[config.mk]
export PLATFORM = sky130hd
export DESIGN_NAME = emu_scan_srsw_ram
export DESIGN_NICKNAME = d
export VERILOG_FILES = /design/src/rtl/emu_scan_pkg.sv /design/src/rtl/emu_ram_scan_ctrl.sv /design/src/rtl/emu_scan_srsw_ram.sv
export SDC_FILE = /design/constraint.sdc
export NUM_CORES = 2
export LEC_CHECK = 0
export CAP_MARGIN = 20
export CORE_ASPECT_RATIO = 0.75
export CORE_MARGIN = 2
export CORE_UTILIZATION = 30
export DETAILED_ROUTE_END_ITERATION = 8
export GPL_TIMING_DRIVEN = 0
export PLACE_DENSITY = 0.5
export SYNTH_ARGS = -nofsm -noshare
export SYNTH_HDL_FRONTEND = slang
export SYNTH_HIERARCHICAL = 1
export SYNTH_SLANG_ARGS = --single-unit
[constraint.sdc]
create_clock -name emu_host_clk -period 11.7 [get_ports emu_host_clk]
set_input_delay 2.34 -clock emu_host_clk [delete_from_list [all_inputs] [get_ports emu_host_clk]]
set_output_delay 2.34 -clock emu_host_clk [all_outputs]
set_load 0.03 [all_outputs]
[src/rtl/emu_scan_pkg.sv]
// ============================================================================
// emu_scan_pkg : shared sizes and types for the scan-instrumented RAM
// Revision 1.0 : initial release
// ============================================================================
`default_nettype none

package emu_scan_pkg;

  localparam int DATA_WIDTH = 80;
  localparam int ADDR_WIDTH = 3;
  localparam int SCAN_WIDTH = 64;
  localparam int DEPTH      = 1 << ADDR_WIDTH;
  localparam int FF_WORDS   = (DATA_WIDTH + SCAN_WIDTH - 1) / SCAN_WIDTH;
  localparam int MEM_WORDS  = DEPTH * FF_WORDS;
  localparam int HI_WIDTH   = DATA_WIDTH - SCAN_WIDTH;
  localparam int PAD_WIDTH  = SCAN_WIDTH - HI_WIDTH;
  localparam int CNT_WIDTH  = $clog2(MEM_WORDS + 2);

  typedef logic [SCAN_WIDTH-1:0] scan_word_t;
  typedef logic [DATA_WIDTH-1:0] data_t;
  typedef logic [ADDR_WIDTH-1:0] addr_t;
  typedef logic [CNT_WIDTH-1:0]  cnt_t;

  localparam cnt_t CNT_WORDS = cnt_t'(MEM_WORDS);
  localparam cnt_t CNT_MAX   = cnt_t'(MEM_WORDS + 1);

endpackage

`default_nettype wire

[src/rtl/emu_ram_scan_ctrl.sv]
// ============================================================================
// emu_ram_scan_ctrl : RAM scan sequencer (word counter, dump register, load buffer)
// Revision 1.0 : initial release
// ============================================================================
`default_nettype none

module emu_ram_scan_ctrl
  import emu_scan_pkg::*;
(
  input  logic       clk,
  input  logic       rst_n,
  input  logic       en,
  input  logic       se,
  input  logic       sd,
  input  scan_word_t di,
  input  data_t      rd_data,
  output addr_t      rd_addr,
  output logic       wr_en,
  output addr_t      wr_addr,
  output data_t      wr_data,
  output scan_word_t ram_do
);

  cnt_t                  cnt_q, cnt_d;
  scan_word_t            do_q, do_d;
  scan_word_t            lo_q, lo_d;
  logic [ADDR_WIDTH:0]   dump_idx;

  // A dump word is fetched one edge after the counter points at it, hence cnt-1.
  always_comb begin
    cnt_d    = cnt_q;
    do_d     = do_q;
    lo_d     = lo_q;
    wr_en    = 1'b0;
    dump_idx = cnt_q[ADDR_WIDTH:0] - 1'b1;
    rd_addr  = dump_idx[ADDR_WIDTH:1];
    wr_addr  = cnt_q[ADDR_WIDTH:1];
    wr_data  = {di[HI_WIDTH-1:0], lo_q};
    if (!se) begin
      cnt_d = '0;
    end else if (en) begin
      if (cnt_q != CNT_MAX) cnt_d = cnt_q + 1'b1;
      if (!sd) begin
        if (cnt_q != '0 && cnt_q <= CNT_WORDS)
          do_d = dump_idx[0] ? {{PAD_WIDTH{1'b0}}, rd_data[DATA_WIDTH-1:SCAN_WIDTH]}
                             : rd_data[SCAN_WIDTH-1:0];
      end else if (cnt_q < CNT_WORDS) begin
        if (cnt_q[0]) wr_en = 1'b1;
        else          lo_d  = di;
      end
    end
  end

  always_ff @(posedge clk or negedge rst_n) begin
    if (!rst_n) begin
      cnt_q <= '0;
      do_q  <= '0;
      lo_q  <= '0;
    end else begin
      cnt_q <= cnt_d;
      do_q  <= do_d;
      lo_q  <= lo_d;
    end
  end

  assign ram_do = do_q;

endmodule

`default_nettype wire

[src/rtl/emu_scan_srsw_ram.sv]
// ============================================================================
// emu_scan_srsw_ram : 8x80 SRSW RAM with FF scan over rdata and RAM scan port
// Revision 1.0 : initial release
// ============================================================================
`default_nettype none

module emu_scan_srsw_ram
  import emu_scan_pkg::*;
(
  input  logic                  emu_host_clk,
  input  logic                  emu_dut_rst_n,
  input  logic                  emu_ff_clk_en,
  input  logic                  emu_ram_clk_en,
  input  logic                  emu_ff_se,
  input  logic [SCAN_WIDTH-1:0] emu_ff_di,
  output logic [SCAN_WIDTH-1:0] emu_ff_do,
  input  logic                  emu_ram_se,
  input  logic                  emu_ram_sd,
  input  logic [SCAN_WIDTH-1:0] emu_ram_di,
  output logic [SCAN_WIDTH-1:0] emu_ram_do,
  input  logic [ADDR_WIDTH-1:0] raddr,
  output logic [DATA_WIDTH-1:0] rdata,
  input  logic                  wen,
  input  logic [ADDR_WIDTH-1:0] waddr,
  input  logic [DATA_WIDTH-1:0] wdata
);

  data_t                 mem_q [DEPTH];
  data_t                 mem_d [DEPTH];
  data_t                 rdata_q, rdata_d;
  // Upper bits of chain word1; they carry a full 64-bit word across a two-shift pass.
  logic [PAD_WIDTH-1:0]  ff_pad_q, ff_pad_d;
  addr_t                 scan_rd_addr;
  logic                  scan_wr_en;
  addr_t                 scan_wr_addr;
  data_t                 scan_wr_data;

  emu_ram_scan_ctrl u_scan_ctrl (
    .clk     (emu_host_clk),
    .rst_n   (emu_dut_rst_n),
    .en      (emu_ram_clk_en),
    .se      (emu_ram_se),
    .sd      (emu_ram_sd),
    .di      (emu_ram_di),
    .rd_data (mem_q[scan_rd_addr]),
    .rd_addr (scan_rd_addr),
    .wr_en   (scan_wr_en),
    .wr_addr (scan_wr_addr),
    .wr_data (scan_wr_data),
    .ram_do  (emu_ram_do)
  );

  always_comb begin
    rdata_d  = rdata_q;
    ff_pad_d = ff_pad_q;
    if (emu_ff_clk_en) begin
      if (emu_ff_se) begin
        rdata_d  = {emu_ff_di[HI_WIDTH-1:0], ff_pad_q, rdata_q[DATA_WIDTH-1:SCAN_WIDTH]};
        ff_pad_d = emu_ff_di[SCAN_WIDTH-1:HI_WIDTH];
      end else begin
        rdata_d  = mem_q[raddr];
        ff_pad_d = '0;
      end
    end
  end

  always_comb begin
    mem_d = mem_q;
    if (emu_ram_clk_en) begin
      if (emu_ram_se) begin
        if (scan_wr_en) mem_d[scan_wr_addr] = scan_wr_data;
      end else if (wen) begin
        mem_d[waddr] = wdata;
      end
    end
  end

  always_ff @(posedge emu_host_clk) begin
    mem_q <= mem_d;
  end

  always_ff @(posedge emu_host_clk or negedge emu_dut_rst_n) begin
    if (!emu_dut_rst_n) begin
      rdata_q  <= '0;
      ff_pad_q <= '0;
    end else begin
      rdata_q  <= rdata_d;
      ff_pad_q <= ff_pad_d;
    end
  end

  assign rdata     = rdata_q;
  assign emu_ff_do = rdata_q[SCAN_WIDTH-1:0];

endmodule

`default_nettype wire

==> out/results.txt <==
Top FF cell, synth -> edfxtp_1
Resized cells post-CTS -> 0
CP Data Required Time -> 12310 ps
Routed wire length -> 207000 µm
Clock skew -> 43.1 ps
Syn Inst Count -> 3631
Reg2reg start -> u_scan_ctrl/cnt_q[0]
Startpoint Class -> register
Initial antenna violation count -> 23
Placer Congestion -> 0.892
Via total after detailed routing -> 37100
Pwr/cell area -> 162 mW/mm²
Post-synth EDFFs -> 640
Crit Path Max Fanout -> 11
Avg WL per Cell -> 32.3 µm
Total congestion overflow -> 0
Max-cap violations -> 0
CP Cell Sequence -> buf_2 > buf_1 > buf_2 > inv_1 > ha_1 > xor2_1 > buf_2 > buf_2 > buf_1 > mux4_2 > mux2_2 > mux2_2 > mux2_4
Register-to-Register Path Depth -> 13
Most frequent cells in the layout -> o22ai_1, edfxtp_1, clkdlybuf4s50_1
Final count of negative-setup-slack endpoints -> 0
Max frequency -> 176 MHz
CTS Buf Count -> 101
Worst hold path class -> register to register
Worst Path Class, Setup -> register to register
WP data arrival -> 6290 ps
Peak VDD IR -> 0.111 mV
Most frequent CP cell -> buf_2
Largest net degree at the start of global routing -> 99
Clk_lat worst skew -> 750 ps
Detail Placement HPWL -> 146000 µm
Seq cells post-synth -> 901
Die X-Extent -> 461 µm
CTS tree -> yes
Worst Slack Setup Final -> 6030 ps
Die area -> 0.160 mm²
DIE HEIGHT -> 347 µm
Setup crit end -> u_scan_ctrl/ram_do[15]
Final min period -> 5670 ps
Post-CTS Repair Setup Buffers -> 0
Initial core utilization -> 30.3%
GRT Overall Usage -> 25.2%
Synth async-reset ratio -> 29.0%
Top delay family on crit path -> buffers and inverters
Synth Net Count -> 3856
Crit path depth -> 13
Synth top area share -> 40.9%
First-pass GRT wire length -> 286000 µm
Reg2reg end -> u_scan_ctrl/ram_do[15]
Vias in the first global route -> 36500
DRT Pass-1 Iters -> 9
Final hold vios -> 0
Leakage -> 18.8 nW
Synth top area cells -> edfxtp_1, dfrtp_1, o22ai_1, mux2_2, mux4_2
Syn Area/Cell -> 12.9 µm²
Synth warn -> 6
Post-layout nets -> 4438
H-Tree Level Count -> 3
CP Buf/Inv Count -> 7
Smallest hold slack -> 507 ps
DP Area -> 0.0549 mm²
Longest Clk Path Bufs -> 3
Sequential area share after synthesis -> 54.8%
CORE AREA -> 0.155 mm²
Design area -> 0.0584 mm²
Initial DRC count -> 5239
Row count -> 125
Fraction of layout cells with a size suffix above 1 -> 21.4%
Crit path capture type -> register
CP peak stage delay -> 830 ps
Clock Tree Root -> clkbuf_16
Syn Std Cell Area -> 0.0470 mm²
Sink Count -> 901
Cts hold-fix bufs -> 0
Status -> finished clean
Area delta synth->final -> 24.4%
Top Ports -> 430
Yosys cell types -> 37
Worst slack, placed -> 5290 ps
Slew headroom -> 8.95%
Max-slew violation count -> 0
Post-synth top area cell -> edfxtp_1
Crit path from -> u_scan_ctrl/cnt_q[0]
Via density per instance -> 5.80
Worst-path clk slew -> 60 ps
Buffers added on ports -> 427
Tcrit/Tclk final -> 48.5%
Reg2Reg Setup Slack -> 6030 ps
DRC Markers -> 0
Slew @ Worst Pin -> 1370 ps
Crit-path slowest cell -> buf_1
Antenna viol nets, final -> 0
RSZ-0062 raised after global routing -> false
logic make-up after synthesis:
group / synth area share [%]
flip-flops: 54.8
XOR/XNOR: 0.112
adder cells (fa/ha/maj): 0.0799
AO/OA/AOI/OAI: 12.7
AND/OR/NAND/NOR: 5.13
multiplexers: 20.9
buffers and inverters: 6.21
worst min-delay path by stage:
stage	slack, ps	depth (start not counted)	startpoint	to
finish	510	1	u_scan_ctrl/lo_q[38]	u_scan_ctrl/lo_q[38]
floorplan	480	1	u_scan_ctrl/lo_q[10]	u_scan_ctrl/lo_q[10]
detailed placement	500	1	u_scan_ctrl/lo_q[38]	u_scan_ctrl/lo_q[38]
global placement	490	1	u_scan_ctrl/lo_q[21]	u_scan_ctrl/lo_q[21]
global route	530	1	u_scan_ctrl/lo_q[10]	u_scan_ctrl/lo_q[10]
CTS	510	1	u_scan_ctrl/lo_q[21]	u_scan_ctrl/lo_q[21]
routing by layer:
| metal | GRT usage [%] | up-vias | part of all wire, % |
|---|---|---|---|
| met5 | 0 | - | 0.069 |
| met4 | 10.9 | 24 | 5.0 |
| met3 | 6.26 | 448 | 10 |
| met2 | 38.2 | 2331 | 44 |
| met1 | 34.1 | 18800 | 40 |
| li1 | - | 15500 | - |
cell usage after synthesis, drive strengths merged (86+ instances only):
| master | n |
|---|---|
| buf | 196 |
| mux4 | 160 |
| nand2 | 213 |
| clkbuf | 318 |
| dfrtp | 261 |
| nand3b | 86 |
| edfxtp | 640 |
| inv | 100 |
| o22ai | 640 |
| o21ai | 129 |
| mux2 | 505 |
flip-flops by register name, summed over array words and instances (netlist names):
signal and cells:
u_scan_ctrl/lo_q 64, rdata 80, u_scan_ctrl/cnt_q 5, mem_q 640, u_scan_ctrl/ram_do 64, ff_pad_q 48
cell type report:
type / count / area [µm²]
antenna: 5 / 12.5
buffer: 514 / 2540
clock buffer: 134 / 2730
clock inverter: 56 / 688
fill: 15100 / 96800
inverter: 100 / 375
multi-input combinational: 2116 / 18400
sequential: 901 / 25700
tap: 2095 / 2620
timing repair buffer: 479 / 5320
power breakdown:
part	internal, mW	leakage, nW	switching (mW)	total (mW)
registers	3.64	8.40	0.197	3.84
logic	0.923	8.78	1.31	2.23
clock network	1.96	1.66	1.44	3.39
stage by stage:
step / util [%] / total power [mW] / cells / setup TNS, ps
2_1_floorplan: - / 5.10 / 3631 / 0
3_3_place_gp: 34.7 / 6.11 / 6153 / -2553050
3_5_place_dp: 35.4 / 6.13 / 6203 / 0
4_1_cts: 37.6 / 9.49 / 6393 / 0
5_1_grt: 37.6 / 9.73 / 6398 / 0
6_report: 37.6 / 9.47 / 6400 / 0
Note: power is estimated with default switching activity, not from simulation.
